===== config.mk =====
export PLATFORM = sky130hd
export DESIGN_NAME = serial_twos_negator
export DESIGN_NICKNAME = d
export VERILOG_FILES = /design/src/rtl/serial_twos_pkg.sv /design/src/rtl/serial_twos_bit.sv /design/src/rtl/serial_twos_negator.sv
export SDC_FILE = /design/constraint.sdc
export NUM_CORES = 1
export LEC_CHECK = 0
export BUFFER_PORTS_ARGS = -buffer_cell sky130_fd_sc_hd__buf_2
export CAP_MARGIN = 15
export CORE_MARGIN = 2
export CORE_UTILIZATION = 51
export DETAILED_ROUTE_END_ITERATION = 7
export HOLD_SLACK_MARGIN = 0.06
export PLACE_DENSITY = 0.87
export SETUP_SLACK_MARGIN = 0.02
export SKIP_CTS_REPAIR_TIMING = 1
export SLEW_MARGIN = 20
export SYNTH_ARGS = -nofsm -noshare
export SYNTH_HDL_FRONTEND = slang
export SYNTH_SLANG_ARGS = --single-unit
export TNS_END_PERCENT = 10

===== constraint.sdc =====
create_clock -name clk -period 1.6 [get_ports clk]
set_input_delay 0.24 -clock clk [delete_from_list [all_inputs] [get_ports clk]]
set_output_delay 0.24 -clock clk [all_outputs]
set_load 0.005 [all_outputs]

===== src/rtl/serial_twos_pkg.sv =====
// Shared types and defaults for the serial two's-complement negator.
package serial_twos_pkg;

  localparam int DEFAULT_WIDTH = 4;

  typedef enum logic [1:0] {
    IDLE  = 2'b00,
    SHIFT = 2'b01,
    DONE  = 2'b10
  } state_t;

endpackage


===== src/rtl/serial_twos_bit.sv =====
// Bit-serial Mealy core: pass bits through until the first 1 has been seen,
// then invert every later bit.
module serial_twos_bit (
  input  logic clk,
  input  logic reset,
  input  logic clr,
  input  logic en,
  input  logic b,
  output logic r,
  output logic seen_one
);

  logic r_seen_one;

  always_ff @(posedge clk or negedge reset) begin
    if (!reset) begin
      r_seen_one <= 1'b0;
    end else if (clr) begin
      r_seen_one <= 1'b0;
    end else if (en) begin
      r_seen_one <= r_seen_one | b;
    end
  end

  assign r        = r_seen_one ^ b;
  assign seen_one = r_seen_one;

endmodule


===== src/rtl/serial_twos_negator.sv =====
// Word-level negator: accepts an operand, negates it LSB first through the
// bit-serial core, then presents the result under valid/ready.
module serial_twos_negator
  import serial_twos_pkg::*;
#(
  parameter int WIDTH = DEFAULT_WIDTH
) (
  input  logic             clk,
  input  logic             reset,
  input  logic             in_valid,
  output logic             in_ready,
  input  logic [WIDTH-1:0] din,
  output logic             out_valid,
  input  logic             out_ready,
  output logic [WIDTH-1:0] dout,
  output logic             ovf,
  output logic             zero
);

  localparam int CNT_W = $clog2(WIDTH) + 1;

  state_t           r_state;
  state_t           w_state_next;
  logic [WIDTH-1:0] r_sreg;
  logic [WIDTH-1:0] r_res;
  logic [CNT_W-1:0] r_cnt;
  logic             r_in_msb;
  logic             w_accept;
  logic             w_shift;
  logic             w_last;
  logic             w_r;
  logic             w_seen_one;

  assign w_accept = (r_state == IDLE) & in_valid;
  assign w_shift  = (r_state == SHIFT);
  assign w_last   = w_shift & (r_cnt == CNT_W'(WIDTH - 1));

  serial_twos_bit u_core (
    .clk      (clk),
    .reset    (reset),
    .clr      (w_accept),
    .en       (w_shift),
    .b        (r_sreg[0]),
    .r        (w_r),
    .seen_one (w_seen_one)
  );

  always_comb begin
    w_state_next = r_state;
    case (r_state)
      IDLE:    if (in_valid)  w_state_next = SHIFT;
      SHIFT:   if (w_last)    w_state_next = DONE;
      DONE:    if (out_ready) w_state_next = IDLE;
      default:                w_state_next = IDLE;
    endcase
  end

  always_ff @(posedge clk or negedge reset) begin
    if (!reset) begin
      r_state <= IDLE;
    end else begin
      r_state <= w_state_next;
    end
  end

  // Result enters MSB-side so that after WIDTH shifts bit 0 lands at dout[0].
  always_ff @(posedge clk or negedge reset) begin
    if (!reset) begin
      r_sreg   <= '0;
      r_res    <= '0;
      r_cnt    <= '0;
      r_in_msb <= 1'b0;
    end else if (w_accept) begin
      r_sreg   <= din;
      r_cnt    <= '0;
      r_in_msb <= din[WIDTH-1];
    end else if (w_shift) begin
      r_sreg <= {1'b0, r_sreg[WIDTH-1:1]};
      r_res  <= {w_r, r_res[WIDTH-1:1]};
      if (!w_last) begin
        r_cnt <= r_cnt + CNT_W'(1);
      end
    end
  end

  assign in_ready  = (r_state == IDLE);
  assign out_valid = (r_state == DONE);
  assign dout      = r_res;
  assign ovf       = out_valid & r_in_msb & r_res[WIDTH-1];
  assign zero      = out_valid & ~w_seen_one;

endmodule


==> Word-level counts from Yosys, hierarchy flattened <==
Cells that the tools add are included.
{ "word_totals": {"reg_bits": 15, "inputBits": 8, "out_inout_bits": 8, "wordCells": 39} }
{ "op_classes": {"n_addsub": 1, "n_eq_ne": 7, "muxes": 11, "n_bitwise": 9, "reduce_logical": 5} }
{ "ops": {"columns": ["op", "n"], "rows": [
  ["2-to-1 mux 3 bit", 3],
  ["2-to-1 mux 4 bit", 2],
  ["2-to-1 mux 2 bit", 3],
  ["inequality test 2 x 1 -> 1 bit, second input constant", 3],
  ["case mux 2 bit (3 select lines)", 1],
  ["AND 1 bit", 5],
  ["AND reduction 2 bit", 2],
  ["adder 3 x 1 -> 3 bit, second input constant", 1],
  ["== test 3 x 2 -> 1 bit, second input constant", 1],
  ["AND reduction 3 bit", 1],
  ["== test 2 x 1 -> 1 bit, second input constant", 1],
  ["== test 2 bit, second input constant", 1],
  ["logical NOT 2 bit", 1],
  ["2-to-1 mux 1 bit", 2],
  ["inequality test 2 bit, second input constant", 1],
  ["inverter 1 bit", 2],
  ["nonzero test 2 bit", 1],
  ["OR 1 bit", 1],
  ["XOR 1 bit", 1]
]} }

==> Depth between registers and ports, before layout <==
Gate-level depths: netlist (run 1).
{ "depth": {"depth_word": 5, "depth_mapped": 4, "mapped_depth_nobuf": 4} }

==> By module <==
Synthesis (run 1) repeated with hierarchy kept, for this count alone.
{ "unflattened": {"cells_unflattened": 66, "hier_area_um2": 755.7} }
{ "by_module_without_submodules": {"columns": ["module", "instances", "cells_each", "area_each_um2", "seq_area_each_um2"], "rows": [
  ["serial_twos_negator", 1, 60, 699.4, 350.3],
  ["serial_twos_bit", 1, 6, 56.3, 25.0]
]} }

==> Worst setup path after synthesis (run 1) <==
Ideal clock, no wire load.
{ "synth_timing": {"kind": "reg-to-reg", "from": "register r_cnt[0]", "to": "register r_cnt[0]", "setup_time_ns": 0.124, "arrival_time_ns": 1.241, "required_time_ns": 1.476, "setup_slack_ns": 0.235, "stages_incl_launch_ff": 5, "n_path_buf": 0, "synth_period_minus_slack_ns": 1.365, "path_cell_list": "dfrtp_1 ha_1 ha_1 and3_1 a211o_1"} }
{ "synth_via": {"elab_chain_cells": 4, "elab_cells_between_ends": 8, "cone_classes": "add/sub (1); eq/ne (2); mux (3); bitwise (1); reduce/logical (1)"} }
{ "synth_rtl": {"columns": ["element", "line", "text"], "rows": [
  ["start, declared", "serial_twos_negator.sv:26", "logic [CNT_W-1:0] r_cnt;"],
  ["start signal, assigned", "serial_twos_negator.sv:81", "r_cnt <= r_cnt + CNT_W'(1);"],
  ["adder 3 x 1 -> 3 bit / == test 3 x 2 -> 1 bit (equally long branches)", "serial_twos_negator.sv:81, serial_twos_negator.sv:36", null],
  ["2-to-1 mux 3 bit / AND 1 bit (equally long branches)", "serial_twos_negator.sv:80, serial_twos_negator.sv:36", null],
  ["2-to-1 mux 3 bit / inequality test 2 x 1 -> 1 bit (equally long branches)", null, null],
  ["2-to-1 mux 3 bit / AND reduction 2 bit (equally long branches)", null, null]
]} }
Several ways; a longest one is shown, not always the timed one. The select of a mux whose other input is x is not followed.
A chain may end at the register's enable or synchronous reset.

==> Worst setup path after layout (run 1) <==
{ "layout_timing": {"from": "register r_state[1]", "to": "output in_ready"} }
{ "layout_via": {"elab_chain_cells": 1} }
{ "layout_rtl": {"columns": ["element", "line", "text"], "rows": [
  ["start, declared", "serial_twos_negator.sv:22", "state_t r_state;"],
  ["start signal, assigned", "serial_twos_negator.sv:62", "r_state <= w_state_next;"],
  ["logical NOT 2 bit", "serial_twos_negator.sv:86", "assign in_ready = (r_state == IDLE);"],
  ["end, declared", "serial_twos_negator.sv:11", "output logic in_ready,"]
]} }
No other way between the ends.

==> results of run 1 <==
## per-stage QoR
stage	utilization, %	total power [uW]	area, um2
floorplan	-	1350	782
global placement	58.5	1490	861
detailed placement	58.5	1540	861
CTS	60.3	1770	887
global route	63.1	1970	928
finish	63.1	1830	928
## synth_stat cells
master / instances / area share (%)
buf_4: 2 / 1.9
mux2_4: 4 / 7.7
o22ai_1: 1 / 0.80
o2bb2ai_1: 1 / 1.1
nor3b_2: 1 / 1.6
mux2_2: 1 / 1.4
nor2_1: 2 / 0.96
a211oi_1: 2 / 1.9
ha_1: 3 / 4.8
nor3b_1: 3 / 2.9
a22o_1: 1 / 1.1
nor4b_1: 4 / 4.5
nand2b_1: 4 / 3.2
and3_1: 4 / 3.2
dfrtp_1: 15 / 48
inv_1: 7 / 3.4
nor4bb_1: 1 / 1.3
a221oi_2: 1 / 1.9
buf_2: 1 / 0.64
buf_6: 1 / 1.4
a21oi_1: 1 / 0.64
o21bai_2: 1 / 1.4
nor2b_1: 1 / 0.80
a211o_1: 3 / 3.4
## state kept, by name, summed over array words and instances, names as in the netlist
register and cells:
dout 4, r_in_msb 1, r_state 2, u_core.seen_one 1
r_sreg 4, r_cnt 3
## where the power goes
| group | switching (uW) | total [uW] | internal, uW | leakage (uW) |
|---|---|---|---|---|
| logic | 382 | 902 | 519 | 0.000300 |
| clock network | 123 | 221 | 97.1 | 0.0000150 |
| registers | 142 | 708 | 566 | 0.000181 |
| total | 648 | 1830 | 1180 | 0.000496 |
## final cells by class
type / count / area, um2
fillers: 127 / 543
flip-flops and latches: 15 / 377
multi-input cells: 39 / 357
repair buffers: 21 / 123
clock buffers: 4 / 26.3
inverters: 7 / 26.3
well taps: 16 / 20.0
## path summary, 6_finish.rpt
path,start,end,slack (ns),cells after the start
min in group asynchronous,reset,dout[0]$_DFFE_PN0P_,0.39,2
max in group asynchronous,reset,r_state[0]$_DFFE_PN0P_,0.94,2
max,r_state[1]$_DFFE_PN0P_,in_ready,0.1,3
max reg2reg,r_cnt[0]$_DFFE_PN0P_,r_cnt[1]$_DFFE_PN0P_,0.14,4
min reg2reg,r_in_msb$_DFFE_PN0N_,r_in_msb$_DFFE_PN0N_,0.50,1
min,out_ready,r_state[1]$_DFFE_PN0P_,0.14,2
## per-layer routing
metal  vias to the layer above  wire length [um]  track usage (%)
li1                        277                 -                -
met1                       280               639             24.6
met2                        14               813             28.4
met3                         5                46             4.26
met4                         0                49             13.9
met5                         -                 0                0
## logic make-up (layout without fill, tap and decap cells)
| group | count (synthesis) | in the layout |
|---|---|---|
| multiplexers | 5 | 5 |
| AND/OR/NAND/NOR | 20 | 20 |
| adder cells (fa/ha/maj) | 3 | 3 |
| flip-flops | 15 | 15 |
| buffers and inverters | 11 | 32 |
| AO/OA/AOI/OAI | 11 | 11 |
## layout by cell type, fill, tap and decap left out
cell and n:
a211o_1 3, a211oi_1 2, a21oi_1 1, a221oi_2 1
a22o_1 1, and3_1 4, buf_2 15, buf_4 5
clkbuf_1 1, clkbuf_4 3, dfrtp_1 14, dfrtp_2 1
dlygate4sd3_1 1, ha_1 3, inv_1 7, mux2_2 1
mux2_4 4, nand2b_1 3, nand2b_4 1, nor2_1 2
nor2b_1 1, nor3b_1 3, nor3b_2 1, nor4b_1 4
nor4bb_1 1, o21bai_2 1, o22ai_1 1, o2bb2ai_1 1
==> metrics.md, run 1 <==
| Metric | Value |
|---|---|
| IO Port Bufs | 15 |
| Vias | about 580 |
| Mapped Cells | between 60 and 70 |
| First drt pass iteration count | 4 |
| Root buffer cell | clkbuf_4 |
| H-tree depth | 1 |
| Number of synthesized register bits | 15 |
| Final Hold Fails | 0 |
| DR iter-0 viols | 9 |
| Maximum clock frequency | between 0.6 and 0.7 GHz |
| Worst Tran Pin Value | about 0.40 ns |
| Final Max Tran Viols | 0 |
| Synth cell types | 24 |
| Post-Synthesis Cell Area | 782 um2 |
| Min Tclk post-route | between 1.5 and 2 ns |
| Placeable core area | approximately 1500 um2 |
| CTS Buf Count | 3 |
| CTS tree | built |
| Via-per-instance ratio | about 5.6 |
| Total global-route track usage | roughly 19% |
| Setup WS pre-CTS | 0.154 ns |
| Critical-path top delay cell | dfrtp_1 |
| Mux contribution to synthesized area | roughly 9% |
| Crit path DAT | around 1.3 ns |
| Final Worst Setup Slack | roughly 0.097 ns |
| Setup TNS | 0 ns |
| Skew final | roughly 0.0018 ns |
| Synth Net Count | 76 |
| Starting Density | between 50% and 60% |
| Outcome | complete, no violations |
| Skew-Pair Late Insertion Delay | 0.29 ns |
| ANT nets after route | 0 |
| CP delay by family, top | flip-flops |
| Worst endpoint required time | 1.36 ns |
| Clock tree buffer depth | 2 |
| Vias in the first global route | about 580 |
| Critical path type | reg -> out |
| Post-synthesis adder-cell area fraction | under 10% |
| Routed wire per std cell | approximately 15 um |
| CTS sink cnt | 15 |
| Yosys warns | 0 |
| Simple-Gate Fraction of Synth Area | ~18% |
| Max Cap Viol | 0 |
| CP max FO | 10 |
| Layout Cells excl Fill | 102 |
| Share of layout cells above drive strength 1 | between 30% and 40% |
| Die Ht | ~43 um |
| Pwr per Cell Area | between 1500 and 2000 nW/um2 |
| Residual DRC count | 0 |
| Die area | about 1900 um2 |
| Final GP Congestion | between 0.7 and 0.8 |
| Crit start category | register |
| Fin nets | 98 |
| Grt ovf | 0 |
| Sequential share of the synthesized area | about half |
| Die width | 43.2 um |
| I/O Pins | 16 |
| Post-Route WL | approximately 1500 um |
| CP endpoint kind | output pin |
| Final Cycle Share | 93.9% |
| Initial antenna violation count | 0 |
| Cells along the critical path | buf_4, nor2_1, buf_2 |
| CTS clk-pin slew, worst paths | around 0.090 ns |
| Buf/Inv on CP | 2 |
| Area Growth Syn to Fin | 18.7% |
| Number of core rows | 14 |
| VDD IR max | ~0.90 mV |
| Largest net degree at the start of global routing | 16 |
| Syn Area/Cell | 12.0 um2 |
| Hpwl dp | between 1000 and 1500 um |
| Hold Path Class | in -> reg |
| Compound-Gate Fraction of Synth Area | between 10% and 20% |
| Largest family of logic cells by synthesized area | simple AND/OR/NAND/NOR gates |
| First-pass GRT wire length | roughly 2600 um |
| Antenna fix cells | 0 |
| Cell count after placement | 94 |
| Pleak | roughly 0.00050 uW |
| RSZ-0062 raised after global routing | no |
| Worst path max stage delay | between 0.4 and 0.5 ns |
| WHS | between 0.1 and 0.15 ns |
| Setup violators final | 0 |
| Xor-xnor portion of the synthesized cell area | 0% |
| Worst slew margin | between 70% and 80% |
(Power assumes the default switching activity.)
==> run 2, diff against run 1 <==
- BUFFER_PORTS_ARGS: -buffer_cell sky130_fd_sc_hd__buf_2 -> default
- CORE_UTILIZATION: 51 -> 57
- DONT_BUFFER_PORTS: default -> 1
- PLACE_DENSITY: 0.87 -> 0.84
==> run 2 against run 1 <==
Net effect:
- non-clock buffer count down 15
- critical endpoint is now ovf
- largest cell class unchanged
- critical path depth unchanged
- first-iteration DRC count up 11%
- clock skew down 0.00070 ns
==> metrics.md, run 2 (synthesis gave the netlist of run 1 again) <==
| Metric | Value |
|---|---|
| Outcome | complete, no violations (unchanged) |
| Finished Cell Area | 845 um2 (was 928 um2) |
| Hold Startpoint | out_ready (unchanged) |
| Share of layout cells above drive strength 1 | 23.9% (was 38.4%) |
| Antenna fix cells | 0 (unchanged) |
| Vias in the first global route | 491 (was 582) |
| Total global-route track usage | 20.4% (was 19.3%) |
| H-tree depth | 1 (unchanged) |
| Routed wire per std cell | 17.0 um (was 15.2 um) |
| Clock tree buffer depth | 2 (unchanged) |
| Hold Path Class | in -> reg (unchanged) |
| CTS Buf Count | 3 (unchanged) |
| Starting Density | 60.9% (was 53.1%) |
| Final Cycle Share | 93.0% (was 93.9%) |
| Placed Area | 785 um2 (was 861 um2) |
| Reg2reg start | r_cnt[0]$_DFFE_PN0P_ (unchanged) |
| Crit path DAT | 1.25 ns (was 1.26 ns) |
| CTS tree | built (unchanged) |
| Max Cap Viol | 0 (unchanged) |
| Final GP Congestion | 0.742 (was 0.777) |
| Vias | 525 (was 576) |
| RSZ-0062 raised after global routing | no (unchanged) |
| Worst Reg-to-Reg Cells | 4 (unchanged) |
| Initial antenna violation count | 0 (unchanged) |
| Cell count after placement | 78 (was 94) |
| Largest net degree at the start of global routing | 16 (unchanged) |
| Skew final | 0.00107 ns (was 0.00177 ns) |
| Final Hold Fails | 0 (unchanged) |
| Crit start category | register (unchanged) |
| I/O Pins | 16 (unchanged) |
| Depth of the worst hold-timing path | 1 (was 2) |
| Area Growth Syn to Fin | 8.00% (was 18.7%) |
| Root buffer cell | clkbuf_4 (unchanged) |
| Hpwl dp | 1040 um (was 1060 um) |
| Pleak | 0.000425 uW (was 0.000496 uW) |
| Min-Delay Endpoint | r_state[1]$_DFFE_PN0P_ (unchanged) |
| CTS clk-pin slew, worst paths | 0.08 ns (was 0.09 ns) |
| Final Max Tran Viols | 0 (unchanged) |
| Layout Cells excl Fill | 86 (was 102) |
| Residual DRC count | 0 (unchanged) |
| IO Port Bufs | 0 (was 15) |
| Setup WS pre-CTS | 0.160 ns (was 0.154 ns) |
| CTS sink cnt | 15 (unchanged) |
| First-pass GRT wire length | 2120 um (was 2560 um) |
| Setup TNS | 0 ns (unchanged) |
| Final Worst Setup Slack | 0.113 ns (was 0.0973 ns) |
| Fin nets | 83 (was 98) |
| Worst Tran Pin Value | 0.685 ns (was 0.403 ns) |
| R2r setup slk | 0.15 ns (was 0.14 ns) |
| Via-per-instance ratio | 6.10 (was 5.65) |
| Skew-Pair Late Insertion Delay | 0.28 ns (was 0.29 ns) |
| Maximum clock frequency | 0.672 GHz (was 0.665 GHz) |
| First drt pass iteration count | 4 (unchanged) |
| Worst slew margin | 54.2% (was 73.1%) |
| CP max FO | 9 (was 10) |
| VDD IR max | 1.03 mV (was 0.900 mV) |
| Die Ht | 41.0 um (was 43.2 um) |
| Post-Route WL | 1460 um (was 1550 um) |
| Most common cell after layout, fill and taps aside | dfrtp_1 (was buf_2) |
| Placeable core area | 1280 um2 (was 1470 um2) |
| Die area | 1680 um2 (was 1860 um2) |
| Worst endpoint required time | 1.36 ns (about the same) |
| Grt ovf | 0 (unchanged) |
| DR iter-0 viols | 10 (was 9) |
| Most frequent cells in the layout | dfrtp_1 (14), inv_1 (7), buf_4 (5) (was buf_2 (15), dfrtp_1 (14), inv_1 (7)) |
| Setup violators final | 0 (unchanged) |
| Number of core rows | 13 (was 14) |
| FF-to-FF End | r_cnt[0]$_DFFE_PN0P_ (was r_cnt[1]$_DFFE_PN0P_) |
| Pwr per Cell Area | 2060 nW/um2 (was 1970 nW/um2) |
| ANT nets after route | 0 (unchanged) |
| Min Tclk post-route | 1.49 ns (was 1.50 ns) |
| CP endpoint kind | output pin (unchanged) |
| Die width | 41.0 um (was 43.2 um) |
| Critical path type | reg -> out (unchanged) |
run 2: layout make-up:
class	count	area (um2)
sequential	15	377
clock buffer	4	26.3
tap	15	18.8
timing repair buffer	6	47.5
multi-input combinational	39	349
fill	99	440
inverter	7	26.3
run 2: how the worst max path moves through the flow:
| stage | startpoint | end | cells after the start |
|---|---|---|---|
| finish | r_state[1]$_DFFE_PN0P_ | ovf | 3 |
| global route | r_state[1]$_DFFE_PN0P_ | ovf | 3 |
| CTS | r_state[0]$_DFFE_PN0P_ | ovf | 3 |
| detailed placement | r_cnt[0]$_DFFE_PN0P_ | r_cnt[0]$_DFFE_PN0P_ | 4 |
| global placement | r_cnt[0]$_DFFE_PN0P_ | r_cnt[0]$_DFFE_PN0P_ | 4 |
| floorplan | r_cnt[0]$_DFFE_PN0P_ | r_cnt[0]$_DFFE_PN0P_ | 4 |
run 2: per-layer routing:
| layer | vias up | track usage (%) | part of all wire [%] |
|---|---|---|---|
| met5 | - | 0 | 0 |
| met3 | 3 | 5.98 | 4.9 |
| met4 | 0 | 7.50 | 1.0 |
| li1 | 247 | - | - |
| met2 | 11 | 33.6 | 52 |
| met1 | 264 | 24.9 | 42 |
run 2: worst max-delay path, cell delays in order (launching register included):
cell and delay (ns):
dfrtp_1 0.51, nand2b_1 0.16, inv_1 0.12, and3_1 0.18
run 2: per-stage QoR:
step	hold slack [ns]	util (%)	power, uW
final	0.0615	65.7	1740
after global routing	0.0614	65.7	1880
after CTS	-0.364	63.1	1680
after detailed placement	-0.0553	61.1	1460
after global placement	-0.0553	61.1	1420
after floorplan	-0.0556	-	1350
run 2: power by group:
| part | internal (uW) | switching [uW] |
|---|---|---|
| clock | 96.9 | 116 |
| combinational | 458 | 344 |
| sequential | 566 | 160 |
| total | 1120 | 620 |
==> run 3, diff against run 2 <==
==> constraint.sdc (replaced) <==
create_clock -name clk -period 1.6 [get_ports clk]
set_input_delay 0.08 -clock clk [delete_from_list [all_inputs] [get_ports clk]]
set_output_delay 0.08 -clock clk [all_outputs]
set_load 0.005 [all_outputs]
==> run 3 against run 2 <==
Net effect:
- worst hold slack better by 0.014 ns
- flip-flop and latch count stayed put
- combinational power fell by 5.5%
- critical endpoint is now r_cnt[0]$_DFFE_PN0P_
==> metrics.md, run 3 (synthesis gave the netlist of run 1 again) <==
| Metric | Value |
|---|---|
| Outcome | complete, no violations (unchanged) |
| Final GP Congestion | 0.758 (was 0.742) |
| Depth of the worst hold-timing path | 2 (was 1) |
| Residual DRC count | 0 (unchanged) |
| Worst Reg-to-Reg Cells | 4 (unchanged) |
| Total global-route track usage | 18.9% (was 20.4%) |
| CP endpoint kind | register (was output pin) |
| Fillers | 108 (was 99) |
| CP max FO | 8 (was 9) |
| Setup TNS | 0 ns (unchanged) |
| Critical path type | reg -> reg (was reg -> out) |
| RSZ-0062 raised after global routing | no (unchanged) |
| IO Port Bufs | 0 (unchanged) |
| CTS Buf Count | 3 (unchanged) |
| Die width | 41.0 um (unchanged) |
| Multi-input gate area in the final layout | 349 um2 (unchanged) |
| First drt pass iteration count | 2 (was 4) |
| Final Max Tran Viols | 0 (unchanged) |
| Starting Density | 60.9% (unchanged) |
| Fin nets | 84 (was 83) |
| Met2 routed wirelength | 736 um (was 758 um) |
| Final Worst Setup Slack | 0.139 ns (was 0.113 ns) |
| Pwr per Cell Area | 1970 nW/um2 (was 2060 nW/um2) |
| Met1 WL | 642 um (was 618 um) |
| Highest metal used | met4 (unchanged) |
| Wire length on met3 | 47 um (was 71 um) |
| CTS clk-pin slew, worst paths | 0.09 ns (was 0.08 ns) |
| Vias in the first global route | 448 (was 491) |
| Post-Route WL | 1450 um (was 1460 um) |
| Worst endpoint required time | 1.77 ns (was 1.36 ns) |
| Via-per-instance ratio | 5.87 (was 6.10) |
| Clock tree buffer depth | 2 (unchanged) |
| Pleak | 0.000429 uW (was 0.000425 uW) |
| Maximum clock frequency | 0.685 GHz (was 0.672 GHz) |
| Vias | 511 (was 525) |
| First-pass GRT wire length | 1970 um (was 2120 um) |
| I/O Pins | 16 (unchanged) |
| Crit start category | register (unchanged) |
| Skew final | 0.00112 ns (was 0.00107 ns) |
| Number of core rows | 13 (unchanged) |
| Hpwl dp | 1020 um (was 1040 um) |
| Root buffer cell | clkbuf_4 (unchanged) |
| Final Hold Fails | 0 (unchanged) |
| Share of layout cells above drive strength 1 | 18.1% (was 23.9%) |
| Most frequent cells in the layout | dfrtp_1 (15), inv_1 (7), dlygate4sd3_1 (5) (was dfrtp_1 (14), inv_1 (7), buf_4 (5)) |
| Worst Tran Pin Value | 0.667 ns (was 0.685 ns) |
| Area Growth Syn to Fin | 10.1% (was 8.00%) |
| H-tree depth | 1 (unchanged) |
| Crit path DAT | 1.64 ns (was 1.25 ns) |
| Reg area | 375 um2 (was 377 um2) |
| Min Tclk post-route | 1.46 ns (was 1.49 ns) |
| Initial antenna violation count | 0 (unchanged) |
| Most common cell after layout, fill and taps aside | dfrtp_1 (unchanged) |
| Largest net degree at the start of global routing | 16 (unchanged) |
| WHS | 0.0758 ns (was 0.0615 ns) |
| CTS tree | built (unchanged) |
| Grt ovf | 0 (unchanged) |
| Max Cap Viol | 0 (unchanged) |
| VDD IR max | 0.817 mV (was 1.03 mV) |
| Hold Path Class | in -> reg (unchanged) |
| Die area | 1680 um2 (unchanged) |
| Worst slew margin | 55.4% (was 54.2%) |
| CTS sink cnt | 15 (unchanged) |
| Skew-Pair Late Insertion Delay | 0.28 ns (about the same) |
| Antenna fix cells | 0 (unchanged) |
| ANT nets after route | 0 (unchanged) |
| Setup violators final | 0 (unchanged) |
| Final Cycle Share | 91.3% (was 93.0%) |
| Setup WS pre-CTS | 0.145 ns (was 0.160 ns) |
| Routed wire per std cell | 16.6 um (was 17.0 um) |
| Die Ht | 41.0 um (unchanged) |
| Placeable core area | 1280 um2 (unchanged) |
| DR iter-0 viols | 4 (was 10) |
[run 3: layer usage]
layer  vias to the layer above  global-route usage [%]
li1                        246                       -
met1                       254                    22.6
met2                         9                    31.6
met3                         2                    5.43
met4                         0                    7.50
met5                         -                       0
[run 3: power by group]
| part | switching [uW] | leakage (uW) | internal [uW] | total (uW) |
|---|---|---|---|---|
| logic | 338 | 0.000232 | 420 | 758 |
| clock network | 118 | 0.0000150 | 96.8 | 215 |
| registers | 162 | 0.000181 | 563 | 725 |
| total | 618 | 0.000429 | 1080 | 1700 |
[run 3: critical path, stage by stage, from the launching register on]
cell and delay, ns:
dfrtp_1 0.41, ha_1 0.21, ha_1 0.26, and3_1 0.21, a211o_1 0.26
[run 3: path summary, 6_finish.rpt]
path                                      start                           to  slack (ns)
min in group asynchronous                 reset  u_core.seen_one$_DFFE_PN0P_        0.27
setup / recovery           r_cnt[0]$_DFFE_PN0P_         r_cnt[0]$_DFFE_PN0P_        0.14
hold / removal                           din[2]        r_sreg[2]$_DFFE_PN0P_        0.08
setup reg to reg           r_cnt[0]$_DFFE_PN0P_         r_cnt[0]$_DFFE_PN0P_        0.14
max in group asynchronous                 reset       r_state[1]$_DFFE_PN0P_        0.91
hold reg to reg            r_in_msb$_DFFE_PN0N_         r_in_msb$_DFFE_PN0N_        0.52
[run 3: final cells by class]
type,instances,area share (%)
tap,15,2.18
sequential,15,43.6
timing repair buffer,7,7.56
clock buffer,4,3.05
inverter,7,3.05
multi-input combinational,39,40.6
[run 3: metrics by stage]
step / utilization, % / area, um2 / power (uW) / instances
2_1_floorplan: - / 782 / 1350 / 65
3_3_place_gp: 61.1 / 785 / 1410 / 78
3_5_place_dp: 61.1 / 785 / 1470 / 78
4_1_cts: 63.1 / 811 / 1690 / 82
5_1_grt: 67.0 / 861 / 1820 / 87
6_report: 67.0 / 861 / 1700 / 87
